**src/rtl/branch_resolve_queue.sv**
```systemverilog
// In-order queue of predicted branches awaiting resolution in EX; raises flush/redirect on a
// mispredict and a training pulse per resolve. Optional counters enabled by `define BRQ_STATS_EN.
module branch_resolve_queue #(
  parameter int DEPTH = 4,
  parameter int XLEN  = 32
) (
  input  logic                     clk,
  input  logic                     rst_n,
  input  logic                     push_valid,
  input  logic [XLEN-1:0]          push_pc,
  input  logic                     push_taken,
  input  logic [XLEN-1:0]          push_target,
  output logic                     push_ready,
  input  logic                     res_valid,
  input  logic                     res_taken,
  input  logic [XLEN-1:0]          res_target,
  output logic                     flush,
  output logic [XLEN-1:0]          redirect_pc,
  output logic                     train_valid,
  output logic                     train_taken,
  output logic [$clog2(DEPTH):0]   count,
  output logic                     underflow
`ifdef BRQ_STATS_EN
  ,
  output logic [15:0]              stat_branches,
  output logic [15:0]              stat_mispredicts
`endif
);

  localparam int PW = $clog2(DEPTH);
  localparam int CW = PW + 1;
  localparam logic [CW-1:0] FULL_COUNT = CW'(DEPTH);

  typedef struct packed {
    logic [XLEN-1:0] pc;
    logic            taken;
    logic [XLEN-1:0] target;
  } entry_t;

  entry_t          mem [DEPTH];
  logic [PW-1:0]   rd_ptr;
  logic [PW-1:0]   wr_ptr;

  entry_t          head;
  logic            full;
  logic            empty;
  logic            do_push;
  logic            do_res;
  logic            mispredict;
  logic            squash;
  logic [XLEN-1:0] correct_pc;

  // NOTE: every signal written here gets a default first, so no path can leave one unassigned
  // and infer a latch.
  always_comb begin
    head       = mem[rd_ptr];
    full       = (count == FULL_COUNT);
    empty      = (count == '0);
    push_ready = !full;
    do_push    = push_valid && !full;
    do_res     = res_valid && !empty;
    mispredict = 1'b0;
    correct_pc = head.pc + XLEN'(4);
    if (do_res) begin
      mispredict = (res_taken != head.taken) ||
                   (res_taken && (res_target != head.target));
    end
    if (res_taken) begin
      correct_pc = res_target;
    end
    squash = do_res && mispredict;
  end

  // NOTE: the entry storage has no reset; pointers and count alone decide what is live, so
  // stale contents are never observed and the array can map onto plain flops or RAM.
  always_ff @(posedge clk) begin
    if (do_push && !squash) begin
      mem[wr_ptr] <= '{pc: push_pc, taken: push_taken, target: push_target};
    end
  end

  // NOTE: sequential state uses non-blocking assignments so every flop samples the
  // pre-edge values regardless of statement order.
  always_ff @(posedge clk or negedge rst_n) begin
    if (!rst_n) begin
      rd_ptr <= '0;
      wr_ptr <= '0;
      count  <= '0;
    end else if (squash) begin
      // Everything younger than the mispredicted branch is wrong-path, including any push now.
      rd_ptr <= '0;
      wr_ptr <= '0;
      count  <= '0;
    end else begin
      if (do_push) begin
        wr_ptr <= wr_ptr + PW'(1);
      end
      if (do_res) begin
        rd_ptr <= rd_ptr + PW'(1);
      end
      case ({do_push, do_res})
        2'b10:   count <= count + CW'(1);
        2'b01:   count <= count - CW'(1);
        default: count <= count;
      endcase
    end
  end

  always_ff @(posedge clk or negedge rst_n) begin
    if (!rst_n) begin
      flush       <= 1'b0;
      redirect_pc <= '0;
      train_valid <= 1'b0;
      train_taken <= 1'b0;
      underflow   <= 1'b0;
    end else begin
      flush       <= squash;
      train_valid <= do_res;
      if (squash) begin
        redirect_pc <= correct_pc;
      end
      if (do_res) begin
        train_taken <= res_taken;
      end
      if (res_valid && empty) begin
        underflow <= 1'b1;
      end
    end
  end

`ifdef BRQ_STATS_EN
  always_ff @(posedge clk or negedge rst_n) begin
    if (!rst_n) begin
      stat_branches    <= '0;
      stat_mispredicts <= '0;
    end else begin
      if (do_res && (stat_branches != 16'hFFFF)) begin
        stat_branches <= stat_branches + 16'd1;
      end
      if (squash && (stat_mispredicts != 16'hFFFF)) begin
        stat_mispredicts <= stat_mispredicts + 16'd1;
      end
    end
  end
`endif

endmodule
```
**config.mk**
```make
export PLATFORM = sky130hd
export DESIGN_NAME = branch_resolve_queue
export DESIGN_NICKNAME = d
export VERILOG_FILES = /design/src/rtl/branch_resolve_queue.sv
export SDC_FILE = /design/constraint.sdc
export NUM_CORES = 1
export LEC_CHECK = 0
export ABC_AREA = 0
export BUFFER_PORTS_ARGS = -buffer_cell sky130_fd_sc_hd__buf_2
export CAP_MARGIN = 5
export CORE_UTILIZATION = 48
export DETAILED_ROUTE_END_ITERATION = 10
export MAX_ROUTING_LAYER = met4
export PLACE_DENSITY = 0.67
export RECOVER_POWER = 25
export SLEW_MARGIN = 20
export SYNTH_ARGS = -nofsm -noshare
export SYNTH_HDL_FRONTEND = slang
export SYNTH_SLANG_ARGS = --single-unit
```
**constraint.sdc**
```tcl
create_clock -name clk -period 18.25 [get_ports clk]
set_input_delay 2.7375 -clock clk [delete_from_list [all_inputs] [get_ports clk]]
set_output_delay 2.7375 -clock clk [all_outputs]
set_load 0.03 [all_outputs]
```
==> results of run 1 <==
## critical path, delay by kind of cell
kind | cells | cell delay (ns)
AND/OR/NAND/NOR | 5 | 1.07
buffers and inverters | 4 | 1.46
AO/OA/AOI/OAI | 2 | 0.48
## path summary, 6_finish.rpt
| check | slack, ns | endpoint | depth (start not counted) | from |
|---|---|---|---|---|
| min reg2reg | 0.45 | underflow | 1 | underflow |
| min | 0.45 | underflow | 1 | underflow |
| max in group asynchronous | 15.61 | rd_ptr[0] | 1 | rst_n |
| max reg2reg | 13.59 | mem[2][45] | 10 | rd_ptr[1] |
| min in group asynchronous | 2.17 | underflow | 1 | rst_n |
| max | 12.56 | mem[2][45] | 11 | res_taken |
## state kept, by name (all words and copies together), names as in the netlist
register	cells
train_valid	1
rd_ptr	2
redirect_pc	32
underflow	1
mem	260
wr_ptr	2
count	3
train_taken	1
flush	1
## cell type report
type | count | area, µm² | share of cell area
clock buffer | 38 | 802 | 0.0543
clock inverter | 19 | 186 | 0.0126
inverter | 11 | 41.3 | 0.00280
multi-input combinational | 381 | 3690 | 0.250
sequential | 303 | 8890 | 0.602
tap | 335 | 419 | 0.0284
timing repair buffer | 153 | 743 | 0.0503
## kinds of logic after synthesis
logic type                 count (synthesis)  share of synthesized area
buffers and inverters                     39                     0.0213
adders and majority gates                  6                    0.00644
muxes                                    120                      0.158
xor gates and xnor gates                  60                     0.0410
and+or+nand+nor                          132                     0.0505
AOI/OAI and AO/OA                         63                     0.0305
DFF                                      303                      0.693
## report_power, final
group | internal (mW) | switching, mW | total, mW
combinational | 0.295 | 0.391 | 0.686
sequential | 0.898 | 0.0939 | 0.992
clock | 0.366 | 0.252 | 0.618
total | 1.56 | 0.737 | 2.30
## cells in the mapped netlist, drive strengths merged, types with 2 or more instances
cell type	number	area (µm²)
nand2b	3	18.8
a21oi	7	35.0
nand2	59	221
a31oi	3	18.8
mux2i	35	350
nor4	4	40.0
xnor2	21	184
nor3	4	25.0
mux4	51	1190
ha	5	62.6
inv	10	37.5
buf	22	209
edfxtp	260	7810
and3	4	25.0
o21ai	33	176
nor2	21	86.3
and4	2	17.5
dfrtp	43	1080
o22ai	4	25.0
nand3	16	80.1
and2	4	25.0
nand4	7	43.8
a22oi	3	22.5
xor2	39	342
nor3b	4	30.0
clkbuf	6	22.5
mux2	34	484
## metrics by stage
step	area (µm²)	util	cells	setup WS (ns)	hold WS (ns)
final	14800	0.565	1240	12.56	0.453
after CTS	14800	0.567	1240	12.59	0.453
after detailed placement	13800	0.529	1183	12.03	0.440
after floorplan	12800	-	723	8.70	0.543
after global routing	14800	0.565	1240	12.27	0.471
after global placement	13800	0.529	1183	12.14	0.436
## per-layer routing
layer  GRT usage  vias up  wire length, µm
li1            -     3144                -
met1       0.309     3530            12500
met2       0.342      248            13700
met3      0.0350       43             1910
met4      0.0570        0              622
met5           -        -                0
==> summary.md, run 1 <==
| Metric | Value |
|---|---|
| H-tree depth | `1` |
| Fillcell total | `2106` |
| Setup TNS | `0 ns` |
| Final HPWL from detailed placement | `19300 µm` |
| Yosys Warn Count | `0` |
| Number of global-route vias before repair | `6885` |
| Skew final | `0.0172 ns` |
| Critical path required time | `18.42 ns` |
| Final setup violation count | `0` |
| Period utilization | `0.312` |
| RSZ-0062 raised after global routing | `no` |
| EDFF count, synth | `260` |
| Sequential share of the synthesized area | `0.693` |
| Final ANT Viol Nets | `0` |
| Die ar. | `27400 µm²` |
| Kind of critical path | `primary input to register` |
| Commonest non-fill, non-tap cell in the layout | `edfxtp_1` |
| Initial drt markers | `roughly 510` |
| Final Power | `~2.3 mW` |
| Area growth syn-to-layout | `15.2%` |
| Worst EP arrival | `5.86 ns` |
| Post-CTS Resized | `0` |
| Post-Syn Area | `12800 µm²` |
| Cells after synthesis | `723` |
| CP Capture Type | `register` |
| Core Footprint | `26100 µm²` |
| Critical path's largest stage delay | `0.65 ns` |
| Grt ovf | `0` |
| Critical-path cell list | `buf_2, buf_4, inv_1, a31oi_1, nand4b_1, nor4b_1, nand4_1, o21ai_4, nor2_4, nor3b_2, buf_4` |
| First-pass GRT wire length | `42400 µm` |
| Slowest CP cell | `buf_4` |
| Synthesis-stage register bit count | `around 300` |
| Crit path time final | `5.69 ns` |
| Total iterations of the first detailed-routing run | `8` |
| Peak VDD IR | `a little under 0.00009 V` |
| HP Class | `register to register` |
| Pwr Density | `155 nW/µm²` |
| Run status | `complete, but fails checks` |
| Total number of vias | `roughly 7000` |
| Max capacitance violation total | `0` |
| Layout cell share with drive strength beyond 1 | `0.264` |
| Most frequent cells in the layout | `edfxtp_1, buf_2, nand2_1` |
| WL/cell | `23.1 µm` |
| Fin nets | `989` |
| Fmax | `between 150 and 200 MHz` |
| Diode count | `0` |
| Total Routing Usage GR | `0.221` |
| Final hold vios | `0` |
| FFs w/ async S/R, synth | `0.142` |
| Placer congestion estimate | `0.844` |
| Initial antenna violation count | `0` |
| Fin. max-slew vios | `0` |
| CTS tree | `yes` |
| Setup bufs post-CTS | `0` |
| Total clock sinks | `303` |
| Relative slew margins | `0.450` |
| Cts hold-fix bufs | `0` |
| Static leakage | `5.18 nW` |
| Clock Latency Late Sink | `about 0.55 ns` |
| Die X | `165 µm` |
| Violated checks | `design-rule violations` |
| Slew of the pin with the lowest slew margin | `about 0.82 ns` |
| Clock transition at path regs | `0.06 ns` |
| Main flop type after synthesis | `edfxtp_1` |
| CP startpoint kind | `primary input` |
| Starting Density | `0.491` |
| Post-Route WL | `28700 µm` |
| Die height | `165 µm` |
| Post-synthesis cell type count | `56` |
| Max FO, Critical Path | `60` |
| CTS buffer count | `31` |
| Port-buffer cells | `between 100 and 150` |
| Syn nets | `831` |
| Boundary Pins | `142` |
| Detailed-route vias per instance | `5.62` |
| Clk buf depth | `3` |
| Root buffer cell | `clkbuf_16` |
| Critical path's most frequent cell | `buf_4` |
| DRC | `22` |
| Row count | `59` |
| Largest net degree at the start of global routing | `61` |
| Avg Inst Size Synth | `17.7 µm²` |
No activity file was read; power rests on OpenSTA's default activity.
==> run 2: changes to the inputs <==
PLACE_DENSITY = 0.7   (was 0.67)
clock period = 4.7 ns   (was 18.25 ns; I/O delays follow)
==> run 2 against run 1 <==
The run still ends with design-rule violations left; global-route usage shrank 0.75 points; sequential power rose to 3.8 times the previous value; via count shrank 1.7%; non-clock buffer count grew 3; largest cell class unchanged.
==> summary.md, run 2 (same netlist as run 1, synthesis figures left out) <==
| Metric | Value |
|---|---|
| Initial drt markers | `520 (was 506)` |
| Final instance area | `14900 µm² (was 14800 µm²)` |
| Clock Latency Late Sink | `0.55 ns (about the same)` |
| Setup Slack @ Placement | `0.573 ns (was 12.03 ns)` |
| Total number of vias | `6845 (was 6965)` |
| RSZ-0062 raised after global routing | `no (unchanged)` |
| Placer congestion estimate | `0.894 (was 0.844)` |
| Post-Route WL | `27400 µm (was 28700 µm)` |
| Kind of critical path | `register to register (was primary input to register)` |
| Post-Place Cells | `1186 (was 1183)` |
| Largest registers | `mem (260), redirect_pc (32), count (3) (unchanged)` |
| Crit path time final | `approximately 4 ns` |
| Port-buffer cells | `141 (unchanged)` |
| Setup bufs post-CTS | `0 (unchanged)` |
| Post-CTS Resized | `0 (unchanged)` |
| Slew of the pin with the lowest slew margin | `0.801 ns (was 0.824 ns)` |
| CTS buffer count | `30 (was 31)` |
| Clk buf depth | `3 (unchanged)` |
| Relative slew margins | `0.465 (was 0.450)` |
| Static leakage | `5.24 nW (was 5.18 nW)` |
| Die X | `165 µm (unchanged)` |
| Peak VDD IR | `0.000335 V (was 0.0000890 V)` |
| Final ANT Viol Nets | `0 (unchanged)` |
| Period utilization | `0.873` |
| Core Footprint | `26100 µm² (unchanged)` |
| Row count | `59 (unchanged)` |
| WL/cell | `22.1 µm (was 23.1 µm)` |
| Total Routing Usage GR | `0.214 (was 0.221)` |
| Total iterations of the first detailed-routing run | `8 (unchanged)` |
| CP startpoint kind | `register (was primary input)` |
| Max FFs per register | `260 (unchanged)` |
| First-pass GRT wire length | `41500 µm (was 42400 µm)` |
| Fmax | `approximately 240 MHz` |
| Commonest non-fill, non-tap cell in the layout | `edfxtp_1 (unchanged)` |
| Detailed-route vias per instance | `5.51 (was 5.62)` |
| Most frequent cells in the layout | `edfxtp_1, buf_2, nand2_1 (unchanged)` |
| Run status | `complete, but fails checks (unchanged)` |
| Layout Cells excl Fill | `1242 (was 1240)` |
| Grt ovf | `0 (unchanged)` |
| Fillcell total | `2023 (was 2106)` |
| H-tree depth | `1 (unchanged)` |
| Area growth syn-to-layout | `16.5% (was 15.2%)` |
| Violated checks | `design-rule violations (unchanged)` |
| Most flops, register | `mem (unchanged)` |
| Die height | `165 µm (unchanged)` |
| Largest net degree at the start of global routing | `66 (was 61)` |
| Starting Density | `0.491 (unchanged)` |
| Skew final | `0.0173 ns (was 0.0172 ns)` |
| CTS tree | `yes (unchanged)` |
| Fin nets | `991 (was 989)` |
| Final HPWL from detailed placement | `18700 µm (was 19300 µm)` |
| Cts hold-fix bufs | `0 (unchanged)` |
| Initial antenna violation count | `0 (unchanged)` |
| Fin. max-slew vios | `0 (unchanged)` |
| Setup WS post-layout | `0.597 ns (was 12.56 ns)` |
| Number of global-route vias before repair | `7050 (was 6885)` |
| Pwr Density | `595 nW/µm² (was 155 nW/µm²)` |
| Max capacitance violation total | `0 (unchanged)` |
| Boundary Pins | `142 (unchanged)` |
| DRC | `22 (unchanged)` |
| CP Capture Type | `register (unchanged)` |
| HP Class | `primary input to async pin (was register to register)` |
| Final Power | `8.89 mW (was 2.30 mW)` |
| Die ar. | `27400 µm² (unchanged)` |
| Reg2Reg Setup Slack | `0.60 ns (was 13.59 ns)` |
| Total clock sinks | `303 (unchanged)` |
| Final hold vios | `0 (unchanged)` |
| Diode count | `0 (unchanged)` |
| Post-DP Area | `14000 µm² (was 13800 µm²)` |
| Final setup violation count | `0 (unchanged)` |
| Layout cell share with drive strength beyond 1 | `0.272 (was 0.264)` |
| Root buffer cell | `clkbuf_16 (unchanged)` |
| Clock transition at path regs | `0.06 ns (about the same)` |
| Worst EP arrival | `4.29 ns (was 5.86 ns)` |
| Critical path required time | `4.88 ns (was 18.42 ns)` |
| Max FO, Critical Path | `65 (was 60)` |
run 2: layer usage:
metal / track usage / up-vias / part of all wire / routed length, µm
met5: - / - / 0 / 0
met4: 0.0504 / 0 / 0.018 / 497
met3: 0.0357 / 39 / 0.063 / 1740
met2: 0.348 / 205 / 0.49 / 13500
met1: 0.283 / 3454 / 0.43 / 11700
li1: - / 3147 / - / -
run 2: layout make-up:
class / count / area, µm² / area share
sequential: 303 / 8890 / 0.595
multi-input combinational: 381 / 3710 / 0.249
timing repair buffer: 156 / 877 / 0.0587
clock buffer: 37 / 850 / 0.0569
tap: 335 / 419 / 0.0280
clock inverter: 19 / 151 / 0.0101
inverter: 11 / 41.3 / 0.00276
run 2: final timing paths:
kind | from | endpoint | depth (start not counted)
max in group asynchronous | rst_n | rd_ptr[0] | 1
hold / removal | rst_n | redirect_pc[10] | 1
hold reg to reg | underflow | underflow | 1
min in group clk | res_valid | underflow | 2
setup reg to reg | rd_ptr[0] | mem[0][56] | 10
setup / recovery | rd_ptr[0] | mem[0][56] | 10
run 2: critical path, cell delays in order, from the launching register on:
cell and delay (ns):
dfrtp_4 0.71, buf_12 0.32, mux4_2 0.54, a22o_1 0.25, a311oi_1 0.24, nor4b_1 0.30, nand4_1 0.21, o21ai_4 0.25
nor2_4 0.19, nor3b_4 0.25, buf_12 0.34
run 2: where the power goes:
| group | switching (mW) | leakage (nW) | total [mW] | internal, mW |
|---|---|---|---|---|
| combinational | 1.57 | 1.86 | 2.78 | 1.21 |
| sequential | 0.252 | 2.89 | 3.74 | 3.48 |
| clock | 0.985 | 0.494 | 2.37 | 1.39 |
| total | 2.80 | 5.24 | 8.89 | 6.09 |
run 2: metrics by stage:
step | util | TNS (ns) | hold WS, ns
final | 0.572 | 0 | 0.168
after global placement | 0.536 | 0 | 0.437
after detailed placement | 0.536 | 0 | 0.443
after global routing | 0.572 | 0 | 0.198
after floorplan | - | -1.23 | 0.409
after CTS | 0.574 | 0 | 0.359
==> run 3: changes to the inputs <==
CELL_PAD_IN_SITES_DETAIL_PLACEMENT = 1   (was unset)
CELL_PAD_IN_SITES_GLOBAL_PLACEMENT = 2   (was unset)
CORE_UTILIZATION = 39   (was 48)
PLACE_DENSITY = unset   (was 0.7)
PLACE_DENSITY_LB_ADDON = 0.1   (was unset)
==> run 3 against run 2 <==
Power is 4.7% higher; worst hold slack improved by 0.14 ns; sequential power grew 1%; sequential cell count stayed put; register-to-register slack improved by 0.04 ns; worst setup slack better by 0.038 ns; via count rose by 2.3%; the flow still finishes with violations (design-rule violations); non-clock buffer count is 5 higher; first-iteration DRC count decreased by 37%; critical path depth grew 1; wire length grew 17%; highest routed layer unchanged; critical endpoint is now redirect_pc[11]; global-route usage shrank 1.1 points.
==> summary.md, run 3 (same netlist as run 1, synthesis figures left out) <==
| Metric | Value |
|---|---|
| Hold slack final | `0.307 ns (was 0.168 ns)` |
| WL/cell | `23.6 µm (was 22.1 µm)` |
| Total clock sinks | `303 (unchanged)` |
| Layout Cells excl Fill | `1360 (was 1242)` |
| Post-CTS Resized | `0 (unchanged)` |
| Root buffer cell | `clkbuf_16 (unchanged)` |
| Boundary Pins | `142 (unchanged)` |
| Reg2reg end | `redirect_pc[11] (was mem[0][56])` |
| Reg2Reg Setup Slack | `0.63 ns (was 0.60 ns)` |
| Cts hold-fix bufs | `0 (unchanged)` |
| HP Class | `primary input to async pin (unchanged)` |
| Max FFs per register | `260 (unchanged)` |
| Total iterations of the first detailed-routing run | `10 (was 8)` |
| Critical path required time | `5.09 ns (was 4.88 ns)` |
| RSZ-0062 raised after global routing | `no (unchanged)` |
| Clock Latency Late Sink | `0.51 ns (was 0.55 ns)` |
| Worst EP arrival | `4.45 ns (was 4.29 ns)` |
| Largest net degree at the start of global routing | `60 (was 66)` |
| Initial drt markers | `326 (was 520)` |
| First-pass GRT wire length | `48500 µm (was 41500 µm)` |
| CTS buffer count | `34 (was 30)` |
| Max capacitance violation total | `0 (unchanged)` |
| Final Power | `9.31 mW (was 8.89 mW)` |
| Skew final | `0.0206 ns (was 0.0173 ns)` |
| Die ar. | `33600 µm² (was 27400 µm²)` |
| Detailed-route vias per instance | `5.15 (was 5.51)` |
| Final ANT Viol Nets | `0 (unchanged)` |
| Die height | `183 µm (was 165 µm)` |
| Peak VDD IR | `0.000361 V (was 0.000335 V)` |
| Fmax | `246 MHz (was 244 MHz)` |
| Most flops, register | `mem (unchanged)` |
| Initial antenna violation count | `1 (was 0)` |
| Pwr Density | `613 nW/µm² (was 595 nW/µm²)` |
| Clk buf depth | `3 (unchanged)` |
| Crit path time final | `4.07 ns (was 4.10 ns)` |
| DRC | `1 (was 22)` |
| R2R Path Start | `rd_ptr[1] (was rd_ptr[0])` |
| Kind of critical path | `register to register (unchanged)` |
| Relative slew margins | `0.539 (was 0.465)` |
| Setup bufs post-CTS | `0 (unchanged)` |
| Fin. max-slew vios | `0 (unchanged)` |
| Final instance area | `15200 µm² (was 14900 µm²)` |
| CP startpoint kind | `register (unchanged)` |
| Post-DP Area | `14100 µm² (was 14000 µm²)` |
| Fin nets | `1000 (was 991)` |
| Slew of the pin with the lowest slew margin | `0.690 ns (was 0.801 ns)` |
| Most frequent cells in the layout | `edfxtp_1, buf_2, nand2_1 (unchanged)` |
| Run status | `complete, but fails checks (unchanged)` |
| Row count | `66 (was 59)` |
| CTS tree | `yes (unchanged)` |
| Post-Place Cells | `1298 (was 1186)` |
| Number of global-route vias before repair | `7609 (was 7050)` |
| FF-to-FF path depth | `11 (was 10)` |
| Post-Route WL | `32100 µm (was 27400 µm)` |
| Core Footprint | `32500 µm² (was 26100 µm²)` |
| Static leakage | `5.30 nW (was 5.24 nW)` |
| CP Capture Type | `register (unchanged)` |
| Commonest non-fill, non-tap cell in the layout | `edfxtp_1 (unchanged)` |
| Total Routing Usage GR | `0.203 (was 0.214)` |
| Port-buffer cells | `141 (unchanged)` |
| Violated checks | `design-rule violations (unchanged)` |
| Final setup violation count | `0 (unchanged)` |
| Total number of vias | `7000 (was 6845)` |
| Area growth syn-to-layout | `18.4% (was 16.5%)` |
| Die X | `183 µm (was 165 µm)` |
| Max FO, Critical Path | `27 (was 65)` |
| H-tree depth | `2 (was 1)` |
| Layout cell share with drive strength beyond 1 | `0.280 (was 0.272)` |
| Final hold vios | `0 (unchanged)` |
| Setup TNS | `0 ns (unchanged)` |
| Final HPWL from detailed placement | `22300 µm (was 18700 µm)` |
| Placer congestion estimate | `0.767 (was 0.894)` |
| Grt ovf | `0 (unchanged)` |
| Clock transition at path regs | `0.06 ns (about the same)` |
| Starting Density | `0.395 (was 0.491)` |
| Period utilization | `0.865 (was 0.873)` |
| Largest registers | `mem (260), redirect_pc (32), count (3) (unchanged)` |
run 3: cell count changes in the layout (fill, tap and decap cells not counted), sizes merged:
cell,delta
diode,+1
inv,+1
clkinvlp,+2
clkinv,-3
buf,+7
bufinv,+3
run 3: area by class of cell:
| type | instances | area [µm²] |
|---|---|---|
| inverter | 11 | 41.3 |
| clock buffer | 39 | 891 |
| fill | 3141 | 17300 |
| timing repair buffer | 161 | 852 |
| clock inverter | 22 | 243 |
| antenna | 1 | 2.50 |
| multi-input combinational | 381 | 3710 |
| tap | 442 | 553 |
| sequential | 303 | 8890 |
run 3: worst max path at each step:
stage                   start         endpoint  cells past startpoint  slack [ns]
floorplan           rd_ptr[0]        mem[2][0]                     12      -0.009
global placement    rd_ptr[1]        mem[3][8]                     10        0.68
detailed placement  rd_ptr[1]  redirect_pc[11]                     11        0.62
CTS                 rd_ptr[1]  redirect_pc[12]                     11        0.58
global route        rd_ptr[1]  redirect_pc[13]                     11        0.37
finish              rd_ptr[1]  redirect_pc[11]                     11        0.63
run 3: routing by layer:
metal | vias to the layer above | part of all wire | global-route usage
li1 | 3168 | - | -
met1 | 3625 | 0.45 | 0.266
met2 | 165 | 0.50 | 0.336
met3 | 42 | 0.045 | 0.0342
met4 | 0 | 0.012 | 0.0377
met5 | - | 0 | -
run 3: metrics by stage:
step	worst slack, ns	utilization
2_1_floorplan	-0.00942	-
3_3_place_gp	0.679	0.435
3_5_place_dp	0.619	0.435
4_1_cts	0.583	0.470
5_1_grt	0.368	0.468
6_report	0.635	0.468
run 3: critical path, stage by stage, from the launching register on:
cell and delay (ns):
dfrtp_4 0.72, buf_4 0.33, buf_4 0.25, mux2i_1 0.38, a22oi_1 0.14, o21ai_0 0.13
o21ai_0 0.16, nand4_1 0.16, o21ai_4 0.10, nor2_4 0.55, buf_4 0.57, mux2_2 0.39
run 3: power breakdown:
| group | internal (mW) | total (mW) | switching (mW) |
|---|---|---|---|
| combinational | 1.19 | 2.86 | 1.66 |
| clock | 1.64 | 2.68 | 1.04 |
| sequential | 3.49 | 3.78 | 0.291 |
| total | 6.32 | 9.31 | 2.99 |
